`src/rtl/fp_pkg.sv`:
```
`default_nettype none
// ============================================================================
// Module : fp_pkg
// Brief  : Shared types, flag indices and operand classification for the
//          pipelined IEEE-754 adder/subtractor.
// Rev    : 1.0  initial release
// ============================================================================
package fp_pkg;

    typedef enum logic [2:0] {
        ZERO,
        NORM,
        INF,
        QNAN,
        SNAN
    } fp_class_e;

    localparam int c_FLAG_INVALID   = 3;
    localparam int c_FLAG_OVERFLOW  = 2;
    localparam int c_FLAG_UNDERFLOW = 1;
    localparam int c_FLAG_INEXACT   = 0;

    // Control part shared by every stage payload; the datapath part is sized in the module
    typedef struct packed {
        logic       valid;
        logic       special;
        logic [3:0] flags;
    } fp_ctl_t;

    // Subnormals (exp==0, man!=0) classify as ZERO: inputs are flushed to zero
    function automatic fp_class_e fp_classify(input logic exp_zero, input logic exp_ones,
                                              input logic man_zero, input logic man_msb);
        if (exp_zero)  return ZERO;
        if (!exp_ones) return NORM;
        if (man_zero)  return INF;
        if (man_msb)   return QNAN;
        return SNAN;
    endfunction

endpackage
`default_nettype wire

```
`src/rtl/fp_lzc.sv`:
```
`default_nettype none
// ============================================================================
// Module : fp_lzc
// Brief  : Parametrised leading-zero counter; an all-zero input returns WIDTH.
// Rev    : 1.0  initial release
// ============================================================================
module fp_lzc #(
    parameter  int WIDTH = 27,
    localparam int CNT_W = $clog2(WIDTH + 1)
) (
    input  logic [WIDTH-1:0] i_vec,
    output logic [CNT_W-1:0] o_count
);

    always_comb begin
        o_count = CNT_W'(WIDTH);
        for (int i = 0; i < WIDTH; i++) begin
            if (i_vec[i]) o_count = CNT_W'(WIDTH - 1 - i);
        end
    end

endmodule
`default_nettype wire

```
`src/rtl/fp_addsub_pipe.sv`:
```
`default_nettype none
// ============================================================================
// Module : fp_addsub_pipe
// Brief  : Four-stage IEEE-754 adder/subtractor, RNE rounding, FTZ, with
//          valid/ready flow control (whole pipe stalls together).
// Rev    : 1.0  initial release
// ============================================================================
module fp_addsub_pipe
    import fp_pkg::*;
#(
    parameter  int EXP_W = 8,
    parameter  int MAN_W = 23,
    localparam int N     = EXP_W + MAN_W + 1
) (
    input  logic         clk,
    input  logic         rst_n,
    input  logic         in_valid,
    output logic         in_ready,
    input  logic [N-1:0] a,
    input  logic [N-1:0] b,
    input  logic         sub,
    output logic         out_valid,
    input  logic         out_ready,
    output logic [N-1:0] result,
    output logic [3:0]   flags
);

    localparam int SW  = MAN_W + 4;           // hidden + fraction + guard/round/sticky
    localparam int EW  = EXP_W + 2;           // signed exponent headroom for normalisation
    localparam int LZW = $clog2(SW + 1);
    localparam logic [EXP_W-1:0]       c_EXP_ONES = {EXP_W{1'b1}};
    localparam logic signed [EW-1:0]   c_EXP_MAX  = EW'((1 << EXP_W) - 1);
    localparam logic [N-1:0]           c_QNAN     = {1'b0, c_EXP_ONES, 1'b1, {(MAN_W-1){1'b0}}};

    typedef struct packed {
        fp_ctl_t          ctl;
        logic [N-1:0]     spec_res;
        logic             sign;
        logic             eff_sub;
        logic [EXP_W-1:0] exp;
        logic [MAN_W:0]   sig_x;
        logic [MAN_W:0]   sig_y;
        logic [EXP_W-1:0] diff;
    } s1_t;

    typedef struct packed {
        fp_ctl_t          ctl;
        logic [N-1:0]     spec_res;
        logic             sign;
        logic             eff_sub;
        logic [EXP_W-1:0] exp;
        logic [SW-1:0]    x_al;
        logic [SW-1:0]    y_al;
    } s2_t;

    typedef struct packed {
        fp_ctl_t          ctl;
        logic [N-1:0]     spec_res;
        logic             sign;
        logic [EXP_W-1:0] exp;
        logic [SW:0]      sum;
    } s3_t;

    s1_t r_s1, w_s1;
    s2_t r_s2, w_s2;
    s3_t r_s3, w_s3;
    logic w_adv;

    assign w_adv    = ~out_valid | out_ready;
    assign in_ready = w_adv;

    // ---------------- S1: unpack, classify, resolve specials, swap ----------------
    logic [EXP_W-1:0] w_ea, w_eb;
    logic [MAN_W-1:0] w_ma, w_mb;
    logic             w_sa, w_sb;
    fp_class_e        w_ca, w_cb;

    assign w_sa = a[N-1];
    assign w_sb = b[N-1] ^ sub;
    assign w_ea = a[N-2:MAN_W];
    assign w_eb = b[N-2:MAN_W];
    assign w_ma = a[MAN_W-1:0];
    assign w_mb = b[MAN_W-1:0];
    assign w_ca = fp_classify(w_ea == '0, w_ea == c_EXP_ONES, w_ma == '0, w_ma[MAN_W-1]);
    assign w_cb = fp_classify(w_eb == '0, w_eb == c_EXP_ONES, w_mb == '0, w_mb[MAN_W-1]);

    always_comb begin
        w_s1           = '0;
        w_s1.ctl.valid = in_valid;
        w_s1.eff_sub   = w_sa ^ w_sb;
        if (a[N-2:0] >= b[N-2:0]) begin
            w_s1.sign  = w_sa;
            w_s1.exp   = w_ea;
            w_s1.sig_x = {1'b1, w_ma};
            w_s1.sig_y = {1'b1, w_mb};
            w_s1.diff  = w_ea - w_eb;
        end else begin
            w_s1.sign  = w_sb;
            w_s1.exp   = w_eb;
            w_s1.sig_x = {1'b1, w_mb};
            w_s1.sig_y = {1'b1, w_ma};
            w_s1.diff  = w_eb - w_ea;
        end
        w_s1.ctl.special = 1'b1;
        if (w_ca inside {QNAN, SNAN} || w_cb inside {QNAN, SNAN}) begin
            w_s1.spec_res                    = c_QNAN;
            w_s1.ctl.flags[c_FLAG_INVALID]   = (w_ca == SNAN) || (w_cb == SNAN);
        end else if (w_ca == INF && w_cb == INF) begin
            if (w_sa != w_sb) begin
                w_s1.spec_res                  = c_QNAN;
                w_s1.ctl.flags[c_FLAG_INVALID] = 1'b1;
            end else begin
                w_s1.spec_res = {w_sa, c_EXP_ONES, {MAN_W{1'b0}}};
            end
        end else if (w_ca == INF) begin
            w_s1.spec_res = {w_sa, c_EXP_ONES, {MAN_W{1'b0}}};
        end else if (w_cb == INF) begin
            w_s1.spec_res = {w_sb, c_EXP_ONES, {MAN_W{1'b0}}};
        end else if (w_ca == ZERO && w_cb == ZERO) begin
            w_s1.spec_res = {w_sa & w_sb, {(N-1){1'b0}}};
        end else if (w_ca == ZERO) begin
            w_s1.spec_res = {w_sb, b[N-2:0]};
        end else if (w_cb == ZERO) begin
            w_s1.spec_res = a;
        end else begin
            w_s1.ctl.special = 1'b0;
        end
    end

    // ---------------- S2: align Y to X ----------------
    logic [SW-1:0] w_y_full, w_y_sh, w_mask;
    logic          w_sticky;

    assign w_y_full = {r_s1.sig_y, 3'b000};
    assign w_y_sh   = w_y_full >> r_s1.diff;
    assign w_mask   = ~({SW{1'b1}} << r_s1.diff);
    assign w_sticky = |(w_y_full & w_mask);

    always_comb begin
        w_s2          = '0;
        w_s2.ctl      = r_s1.ctl;
        w_s2.spec_res = r_s1.spec_res;
        w_s2.sign     = r_s1.sign;
        w_s2.eff_sub  = r_s1.eff_sub;
        w_s2.exp      = r_s1.exp;
        w_s2.x_al     = {r_s1.sig_x, 3'b000};
        if (32'(r_s1.diff) >= 32'(MAN_W + 3)) begin
            w_s2.y_al = {{(SW-1){1'b0}}, 1'b1};
        end else begin
            w_s2.y_al = {w_y_sh[SW-1:1], w_y_sh[0] | w_sticky};
        end
    end

    // ---------------- S3: magnitude add / subtract (X >= Y, never negative) ----------------
    always_comb begin
        w_s3          = '0;
        w_s3.ctl      = r_s2.ctl;
        w_s3.spec_res = r_s2.spec_res;
        w_s3.sign     = r_s2.sign;
        w_s3.exp      = r_s2.exp;
        w_s3.sum      = r_s2.eff_sub ? ({1'b0, r_s2.x_al} - {1'b0, r_s2.y_al})
                                     : ({1'b0, r_s2.x_al} + {1'b0, r_s2.y_al});
    end

    // ---------------- S4: normalise, round, pack ----------------
    logic [LZW-1:0]        w_lz;
    logic [SW-1:0]         w_norm;
    logic signed [EW-1:0]  w_exp_n, w_exp_r;
    logic [MAN_W+1:0]      w_rnd;
    logic [MAN_W-1:0]      w_frac;
    logic                  w_rup, w_inexact;
    logic [N-1:0]          w_res;
    logic [3:0]            w_flags;

    fp_lzc #(.WIDTH(SW)) u_lzc (
        .i_vec   (r_s3.sum[SW-1:0]),
        .o_count (w_lz)
    );

    always_comb begin
        if (r_s3.sum[SW]) begin
            w_norm  = {r_s3.sum[SW:2], r_s3.sum[1] | r_s3.sum[0]};
            w_exp_n = $signed({2'b00, r_s3.exp}) + EW'(1);
        end else begin
            w_norm  = r_s3.sum[SW-1:0] << w_lz;
            w_exp_n = $signed({2'b00, r_s3.exp}) - $signed({{(EW-LZW){1'b0}}, w_lz});
        end
        w_inexact = |w_norm[2:0];
        w_rup     = w_norm[2] & (w_norm[1] | w_norm[0] | w_norm[3]);
        w_rnd     = {1'b0, w_norm[SW-1:3]} + {{(MAN_W+1){1'b0}}, w_rup};
        // Rounding carry out of the significand bumps the exponent once more
        w_exp_r   = w_exp_n + (w_rnd[MAN_W+1] ? EW'(1) : EW'(0));
        w_frac    = w_rnd[MAN_W+1] ? w_rnd[MAN_W:1] : w_rnd[MAN_W-1:0];

        w_res   = {r_s3.sign, w_exp_r[EXP_W-1:0], w_frac};
        w_flags = {3'b000, w_inexact};
        if (r_s3.ctl.special) begin
            w_res   = r_s3.spec_res;
            w_flags = r_s3.ctl.flags;
        end else if (r_s3.sum == '0) begin
            w_res   = '0;
            w_flags = '0;
        end else if (w_exp_r >= c_EXP_MAX) begin
            w_res                     = {r_s3.sign, c_EXP_ONES, {MAN_W{1'b0}}};
            w_flags                   = '0;
            w_flags[c_FLAG_OVERFLOW]  = 1'b1;
            w_flags[c_FLAG_INEXACT]   = 1'b1;
        end else if (w_exp_r[EW-1] || w_exp_r == '0) begin
            w_res                     = {r_s3.sign, {(N-1){1'b0}}};
            w_flags                   = '0;
            w_flags[c_FLAG_UNDERFLOW] = 1'b1;
            w_flags[c_FLAG_INEXACT]   = 1'b1;
        end
    end

    always_ff @(posedge clk or negedge rst_n) begin
        if (!rst_n) begin
            r_s1      <= '0;
            r_s2      <= '0;
            r_s3      <= '0;
            out_valid <= 1'b0;
            result    <= '0;
            flags     <= '0;
        end else if (w_adv) begin
            r_s1      <= w_s1;
            r_s2      <= w_s2;
            r_s3      <= w_s3;
            out_valid <= r_s3.ctl.valid;
            result    <= w_res;
            flags     <= w_flags;
        end
    end

endmodule
`default_nettype wire

```
`config.mk`:
```
export PLATFORM = sky130hd
export DESIGN_NAME = fp_addsub_pipe
export DESIGN_NICKNAME = d
export VERILOG_FILES = /design/src/rtl/fp_pkg.sv /design/src/rtl/fp_lzc.sv /design/src/rtl/fp_addsub_pipe.sv
export SDC_FILE = /design/constraint.sdc
export NUM_CORES = 1
export LEC_CHECK = 0
export CAP_MARGIN = 10
export CORE_AREA = 2 2 190 285
export CTS_BUF_LIST = sky130_fd_sc_hd__clkbuf_2
export DETAILED_ROUTE_END_ITERATION = 16
export DIE_AREA = 0 0 192 287
export GPL_TIMING_DRIVEN = 0
export PLACE_DENSITY_LB_ADDON = 0.2
export SETUP_SLACK_MARGIN = 0.2
export SLEW_MARGIN = 15
export SYNTH_ARGS = -nofsm -noshare
export SYNTH_HDL_FRONTEND = slang
export SYNTH_SLANG_ARGS = --single-unit
```
`constraint.sdc`:
```
create_clock -name clk -period 7.51 [get_ports clk]
set_input_delay 1.1265 -clock clk [delete_from_list [all_inputs] [get_ports clk]]
set_output_delay 1.1265 -clock clk [all_outputs]
set_load 0.01 [all_outputs]
```
**Word level (Yosys, flattened, before mapping)**

Index checks and enable logic that the tools add are counted.

- Reduce and logical (&&, ||, !) cells: 17
- Bitwise gates (word level): 12
- Muxes and demuxes: 97
- $mul: 0
- Equality and inequality tests: 9
- Add/subtract/negate cells: 8
- Magnitude comparators: 3
- Divide/modulo/power cells: 0
- Shift-type cells: 3

Operators by type and width:

| cell | count |
|---|---|
| $mux W32 | 10 |
| $mux W5 | 16 |
| $mux W64 | 1 |
| $mux W31 | 2 |
| $mux W27 | 2 |
| $mux W3 | 18 |
| $logic_not A23 Y1 | 2 |
| $mux W4 | 9 |
| $mux W1 | 33 |
| $ge A31 B31 Y1 | 1 |
| $add A27 B27 Y28 | 1 |
| $logic_not A28 Y1 | 1 |
| $mux W28 | 1 |
| $sub A27 B27 Y28 | 1 |
| $and A27 B27 Y27 | 1 |
| $not A27 Y27 | 1 |
| $reduce_or A27 Y1 | 1 |
| $shl A27 B5 Y27 | 1 |
| $shl A27 B8 Y27 const A | 1 |
| $shr A27 B8 Y27 | 1 |
| $add A24 B1 Y25 | 1 |
| $mux W23 | 1 |
| $eq A8 B8 Y1 const B | 2 |
| $logic_not A8 Y1 | 2 |
| 21 further kinds | 39 |

- Latch bits: 0
- Word-level logic and storage cells: 178
- Memory bits (writable): 0
- Output and inout port bits: 38
- Register bits after elaboration: 306
- Bits in read-only memories: 0
- Memories: 0

**Logic depth before layout (Yosys ltp)**

Gate-level depths: netlist (run 1).

- Word-level depth: 41
- Depth in mapped cells: 32

**Hierarchy**

From an unflattened synthesis (run 1), not the netlist that was laid out.

- Cell total of the unflattened synthesis: 2557
- Area, all modules: 21062.7 um^2

Modules (own cells, without submodules):

| module | cells an instance | area each (um^2) | times used |
|---|---|---|---|
| fp_addsub_pipe | 2506 | 20784.9 | 1 |
| fp_lzc | 51 | 277.8 | 1 |

**Worst setup path before layout (run 1)**

Ideal clock, no wire load.

- Path type: register -> register
- From: register r_s3[5] in the netlist's numbering
- To: register result[11]
- Path buffers: 7
- Clock period less this slack: 5.914 ns
- Data required time: 7.386 ns
- Arrival: 5.790 ns
- Library setup time: 0.124 ns
- Cell stages (with the launch flop): 32
- Setup slack: 1.596 ns
- Cells stage by stage: dfrtp_1 clkbuf_1 nor2_1 o311ai_0 a2111oi_2 or2_1 buf_2 clkbuf_1 clkbuf_1 mux2i_1 a22oi_1 o21ai_0 ha_1 nand3_1 nor4_4 nand3_2 inv_1 ha_1 ha_1 and2_1 nor2b_1 xnor2_1 nor4_1 a41oi_1 and2_1 and2_1 clkbuf_1 and2_1 buf_6 buf_6 a221oi_2 nor2_1

- Cells in the longest elaborated chain, start to end: 36
- Elaborated cells between the ends (all ways): 41
- Classes of those cells: 3 x add/sub; 1 x order compare; 1 x shift; 30 x mux; 3 x bitwise; 3 x reduce/logical

Ends and longest elaborated chain:

| what | RTL line | RTL |
|---|---|---|
| start, declared | fp_addsub_pipe.sv:66 | `s3_t r_s3, w_s3;` |
| start signal, assigned | fp_addsub_pipe.sv:227 | `r_s3 <= w_s3;` |
| parallel branches: the longest is 34 deep, another holds $mux W5 | - |  |
| $mux W32 * | fp_addsub_pipe.sv:200 | `end else if (r_s3.sum == '0) begin` |
| $mux W32 * | fp_addsub_pipe.sv:197 | `if (r_s3.ctl.special) begin` |
| end signal, assigned | fp_addsub_pipe.sv:229 | `result <= w_res;` |
| end, declared | fp_addsub_pipe.sv:24 | `output logic [N-1:0] result,` |

Mark *: on every way between the ends.
A chain may end at the register's enable or synchronous reset.

**Worst setup path in the final report (run 1)**

- From: register r_s3[16] in the netlist's numbering
- To: register result[11]

- Cells in the longest elaborated chain, start to end: 25
- Elaborated cells between the ends (all ways): 30
- Classes of those cells: 3 x add/sub; 1 x order compare; 1 x shift; 19 x mux; 3 x bitwise; 3 x reduce/logical

Ends and longest elaborated chain:

| what | RTL line |
|---|---|
| parallel branches: the longest is 23 deep, another holds $shl A27 B5 Y27 | - |
| $mux W32 * | fp_addsub_pipe.sv:200 |
| $mux W32 * | fp_addsub_pipe.sv:197 |

Marks and branches as above.

==> impl_metrics.py, run 1 <==
metrics = {
    "run_status": {
        "status": "complete, no violations",
    },
    "synthesis": {
        "synth_cell_types": 97,
        "synth-seq-cells": 305,
        "yosys_warnings": 0,
        "synthCells": 2623,
        "synth_area_sq_mm": 0.0209,
        "syn_area_per_cell_sq_um": 7.95,
        "synth_area_leaders": "dfrtp_1, nand2_1, ha_1",
        "synth_edf_count": 0,
        "synth_top_cell_area_share": 0.366,
        "synthArstFlopShare": 1.00,
        "synthesis.nets": 2793,
        "yosys.area.top_type": "dfrtp_1",
        "synth_ff_type": "dfrtp_1",
        "yosysSeqAreaShare": 0.366,
    },
    "hold_path": {
        "worstHoldPathType": "in -> async",
    },
    "timing": {
        "slew_violations": 0,
        "skew_ps": 92.5,
        "min_period_over_period": 0.936,
        "min_period_ps": 7030,
        "final-hold-violation-count": 0,
        "fmax_mhz": 142,
        "rsz0062_at_grt": "false",
        "fin_tns_setup_ps": 0,
        "relSlewSlack": 0.149,
        "finalSetupViolations": 0,
        "worst_slack_ps": 478,
        "worst_pin_slew_ps": 1280,
    },
    "detailed_routing": {
        "via_count": 20687,
        "viasPerCell": 5.85,
        "postRouteAntennaNets": 0,
        "totalWireLength_um": 85000,
        "drc": 0,
        "route.detailed.wl_per_inst_um": 24.0,
        "firstDrtPassIters": 6,
        "drt_iter0_drc": 1480,
    },
    "power": {
        "p_sw_frac": 0.526,
        "pwr-share-comb": 0.633,
        "power_mw": 10.1,
        "p_seq_frac": 0.259,
        "leakagePower_nw": 10.6,
        "internal_power_mw": 4.79,
        "clockPowerShare": 0.109,
        "power_density_mw_per_mm2": 425,
        "p_switching_mw": 5.31,
        "vdd_drop_max_mv": 0.201,
    },
    "clock_network": {
        "clk_latency_ps": 980,
        "htree_levels": 3,
        "cts_num_sinks": 305,
        "cts_buffer_depth": 3,
        "cts_tree": "done",
        "clk_pin_slew_worst_paths_ps": 130,
        "cts_root_buffer": "clkbuf_2",
        "cts_made_buffers": 72,
    },
    "critical_path": {
        "crit_top_cell": "and2_1",
        "reg2reg_from": "r_s3[16]",
        "cpPeakStageDelay_ps": 480,
        "required_ps": 8330,
        "worst_setup_path_end_kind": "flop",
        "r2r_cells": 29,
        "crit_path_max_fanout": 10,
        "worst_setup_path_start_kind": "flop",
        "crit_buf_inv": 8,
        "crit_arrival_ps": 7850,
        "reg2reg_slack_ps": 480,
        "cp_top_family": "simple AND/OR/NAND/NOR gates",
        "crit_type": "reg -> reg",
        "critPathSlowestCell": "or3_1",
        "r2r-end": "result[11]",
    },
    "finish": {
        "fin_nets": 2985,
        "area_growth_pct": 13.9,
        "final_cell_mix": "nand2_1, dfrtp_1, nor2_1",
        "fillers": 5446,
        "drive_gt1_frac": 0.0824,
        "final_area_sq_mm": 0.0237,
        "mostFrequentLayoutCell": "nand2_1",
    },
    "die": {
        "initial_core_util": 0.397,
        "dieArea_sq_mm": 0.0551,
        "boundaryPins": 107,
        "placementRows": 103,
        "core_sq_mm": 0.0526,
        "die_h_um": 287,
        "die_x_um": 192,
    },
    "placed_design": {
        "dp_hpwl_um": 67100,
        "pre_cts_ws_ps": -533,
        "gp_congestion": 1.04,
        "numPortBuffers": 106,
        "postPlaceCellArea_sq_mm": 0.0228,
    },
    "global_route": {
        "grt_overflow": 0,
        "grt_max_degree": 107,
        "grt_pass1_wl_um": 127000,
        "grt_pass1_vias": 20673,
        "grt_usage": 0.309,
        "antenna_found_initial": 2,
    },
    "run": {
        "maxCapViolCount": 0,
    },
}
==> through the flow <==
stage / instances / hold WS (ps) / utilization
2_1_floorplan: 2623 / 430 / -
3_3_place_gp: 3411 / 449 / 0.433
3_5_place_dp: 3413 / 454 / 0.434
4_1_cts: 3525 / 152 / 0.447
5_1_grt: 3535 / 217 / 0.452
6_report: 3536 / 209 / 0.452
==> cell type report <==
class | instances | area (sq um) | area share
Multi-Input combinational cell | 2017 | 12200 | 0.514
Clock buffer | 92 | 460 | 0.0194
Timing Repair Buffer | 118 | 1200 | 0.0504
Sequential cell | 305 | 7630 | 0.321
Inverter | 128 | 492 | 0.0207
Clock inverter | 19 | 163 | 0.00685
Antenna cell | 2 | 5.00 | 0.000211
Buffer | 173 | 741 | 0.0312
Tap cell | 682 | 853 | 0.0359
==> power groups by stage <==
| stage | Clock [mW] | Sequential, mW | Combinational, mW |
|---|---|---|---|
| finish | 1.10 | 2.61 | 6.38 |
| global route | 1.20 | 2.64 | 6.85 |
| CTS | 1.13 | 2.59 | 6.06 |
| detailed placement | 0 | 2.62 | 5.99 |
| global placement | 0 | 2.61 | 5.98 |
| floorplan | 0 | 2.44 | 3.90 |
==> metal layers <==
| metal | global-route usage | part of all wire | vias to the layer above |
|---|---|---|---|
| met5 | 0 | 0 | - |
| met1 | 0.344 | 0.37 | 9871 |
| met4 | 0.230 | 0.083 | 0 |
| met3 | 0.0413 | 0.052 | 313 |
| li1 | - | - | 9589 |
| met2 | 0.535 | 0.49 | 914 |
==> cell families after synthesis <==
kind of cell,synth area share
fa+ha+maj,0.0625
xor+xnor,0.0256
buf+inv,0.0579
compound gates,0.207
mux,0.0566
simple gates,0.225
flops,0.366
==> timing repair <==
item,CTS,global route
pin swaps,1,7
hold buffers,0,0
gates resized for setup,13,48
buffers inserted,1,9
setup endpoints to repair,32,22
==> cell usage after synthesis (19+ instances only) <==
master    instances
nand2_1         579
dfrtp_1         305
nor2_1          226
o21ai_0         217
a21oi_1         167
clkbuf_1        141
inv_1           122
ha_1             97
mux2i_1          81
a22oi_1          53
nor3_1           39
nand3_1          38
xnor2_1          37
nor4_1           27
nand4_1          26
o22ai_1          25
xor2_1           24
a31oi_1          23
nor2b_1          22
mux2_2           20
a211oi_1         19
==> state kept, by name, summed over array words and instances (netlist names) <==
signal,cells
flags,4
r_s3,72
out_valid,1
r_s2,96
result,32
r_s1,100
==> how the worst max path moves through the flow <==
stage | from | end | slack, ps | cells after the start
2_1_floorplan | r_s3[5] | result[11] | 1600 | 31
5_1_grt | r_s3[15] | result[15] | 250 | 29
6_report | r_s3[16] | result[11] | 480 | 29
3_5_place_dp | r_s3[26] | result[3] | -530 | 30
4_1_cts | r_s3[22] | result[11] | 210 | 30
3_3_place_gp | rst_n | r_s3[29] | -7690 | 1
==> worst reg2reg max path: cells and delay by family (launching register included) <==
kind	cells	cell delay [ps]
AOI/OAI and AO/OA	6	1420
xor gates and xnor gates	1	130
adders and majority gates	2	330
buffers and inverters	8	1470
DFF	1	430
muxes	1	480
and+or+nand+nor	11	2610
Power figures use the tool's default switching activity.
==> run 2, diff against run 1 <==
--- a/config.mk
+++ b/config.mk
@@ -5,7 +5,7 @@
 export SDC_FILE = /design/constraint.sdc
 export NUM_CORES = 1
 export LEC_CHECK = 0
-export CAP_MARGIN = 10
+export CAP_MARGIN = 40
 export CORE_AREA = 2 2 190 285
 export CTS_BUF_LIST = sky130_fd_sc_hd__clkbuf_2
 export DETAILED_ROUTE_END_ITERATION = 16
==> run 2 against run 1 <==
Effect of this change:
- setup slack worse by 18 ps
- combinational power is 1% higher
- sequential share of layout area is 0.18 points lower
- global-route usage is 0.41 points higher
- utilization is 0.24 points higher
- clock power hardly changed
- via count is 0.32% higher
- clock skew is 8.9 ps lower
- largest power group unchanged
==> impl_metrics.py, run 2 (synthesis results as in run 1) <==
metrics = {
    "clock_network": {
        "clk_pin_slew_worst_paths_ps": 110,
        "cts_tree": "done",
        "cts_hold_buffers": 0,
        "cts_buffer_depth": 3,
        "cts_root_buffer": "clkbuf_2",
        "cts_made_buffers": 72,
        "cts_num_sinks": 305,
        "clk_latency_ps": 990,
        "htree_levels": 3,
    },
    "detailed_routing": {
        "viasPerCell": 5.83,
        "drt_iter0_drc": 1731,
        "route.detailed.wl_per_inst_um": 24.0,
        "drc": 0,
        "totalWireLength_um": 85300,
        "firstDrtPassIters": 6,
        "met2WireLength_um": 42700,
        "via_count": 20754,
        "dr_wl_met3_um": 4260,
        "dr.max_layer_used": "met5",
        "wl_met1_um": 32000,
        "postRouteAntennaNets": 0,
    },
    "power": {
        "power_density_mw_per_mm2": 425,
        "leakagePower_nw": 10.7,
        "vdd_drop_max_mv": 0.202,
        "power_mw": 10.2,
    },
    "timing": {
        "final-hold-violation-count": 0,
        "rsz0062_at_grt": "false",
        "relSlewSlack": 0.347,
        "fmax_mhz": 142,
        "min_period_over_period": 0.939,
        "fin_tns_setup_ps": 0,
        "finalSetupViolations": 0,
        "min_period_ps": 7050,
        "worst_pin_slew_ps": 955,
        "worst_slack_ps": 460,
        "slew_violations": 0,
        "skew_ps": 83.6,
    },
    "finish": {
        "final_util": 0.454,
        "reg_top3": "r_s1 (100), r_s2 (96), r_s3 (72)",
        "largest_reg_flops": 100,
        "area_growth_pct": 14.5,
        "mostFrequentLayoutCell": "nand2_1",
        "fin_nets": 2998,
        "final_area_sq_mm": 0.0239,
        "drive_gt1_frac": 0.0859,
        "final_cell_mix": "nand2_1, dfrtp_1, nor2_1",
        "regMostFlops": "r_s1",
    },
    "global_route": {
        "grt_pass1_wl_um": 129000,
        "antenna_found_initial": 3,
        "grt_overflow": 0,
        "grt_max_degree": 107,
        "grt_usage": 0.313,
        "grt_pass1_vias": 20606,
    },
    "critical_path": {
        "crit_type": "reg -> reg",
        "worst_setup_path_end_kind": "flop",
        "required_ps": 8350,
        "crit_arrival_ps": 7890,
        "cpPeakStageDelay_ps": 480,
        "r2r-end": "result[11]",
        "reg2reg_slack_ps": 460,
        "critPathSlowestCell": "or3_1",
        "r2r_cells": 28,
        "worst_setup_path_start_kind": "flop",
        "reg2reg_from": "r_s3[16]",
        "crit_path_max_fanout": 10,
        "crit_path_start": "r_s3[16]",
        "crit_top_cell": "and2_1",
    },
    "placed_design": {
        "pre_cts_ws_ps": -515,
        "gp_congestion": 1.04,
        "dp_hpwl_um": 67500,
        "numPortBuffers": 106,
        "postPlaceCellArea_sq_mm": 0.0229,
    },
    "die": {
        "boundaryPins": 107,
        "die_h_um": 287,
        "placementRows": 103,
        "core_sq_mm": 0.0526,
        "dieArea_sq_mm": 0.0551,
        "die_x_um": 192,
        "initial_core_util": 0.397,
    },
    "run_status": {
        "status": "complete, no violations",
    },
    "run": {
        "maxCapViolCount": 0,
    },
    "hold_path": {
        "worstHoldPathType": "in -> async",
    },
}
[run 2: what timing repair did]
action,4_1_cts,5_1_grt
endpoints found under the hold margin,0,0
endpoints found under the setup margin,29,24
resized for setup,14,43
setup buffers,1,8
pin swaps,1,8
[run 2: report_power, final]
part | switching (mW) | total, mW | internal [mW]
clock network | 0.687 | 1.08 | 0.394
logic | 4.18 | 6.47 | 2.29
registers | 0.493 | 2.60 | 2.11
total | 5.36 | 10.2 | 4.80
[run 2: metal layers]
layer	GRT usage	vias up
li1	-	9622
met1	0.355	9941
met2	0.546	898
met3	0.0451	289
met4	0.203	4
met5	0	-
[run 2: cell type report]
type,instances,area (sq um)
inverters,128,488
flip-flops and latches,305,7630
diodes,1,2.50
clock inverters,22,123
well taps,682,853
clock buffers,100,500
plain buffers,173,742
fillers,5449,28700
repair buffers,131,1310
multi-input cells,2017,12200
[run 2: how the worst max path moves through the flow]
stage                      end  slack (ps)  cells after the start
floorplan           result[11]        1600                     31
CTS                 result[11]         240                     29
finish              result[11]         460                     28
detailed placement   result[3]        -520                     30
global route        result[11]         190                     32
global placement      r_s3[29]       -7690                      1
[run 2: worst max-delay path: cells and delay by family (launching register included)]
kind                     cells  cell delay (ps)
AND/OR/NAND/NOR             10             2500
multiplexers                 1              400
buffers and inverters        7             1260
XOR/XNOR                     1              130
adder cells (fa/ha/maj)      2              330
flip-flops                   1              450
AO/OA/AOI/OAI                7             1790
[run 2: stage by stage]
stage / std cells / hold slack (ps)
3_3_place_gp: 3411 / 449
6_report: 3559 / 206
2_1_floorplan: 2623 / 430
4_1_cts: 3550 / 128
5_1_grt: 3559 / 195
3_5_place_dp: 3427 / 452
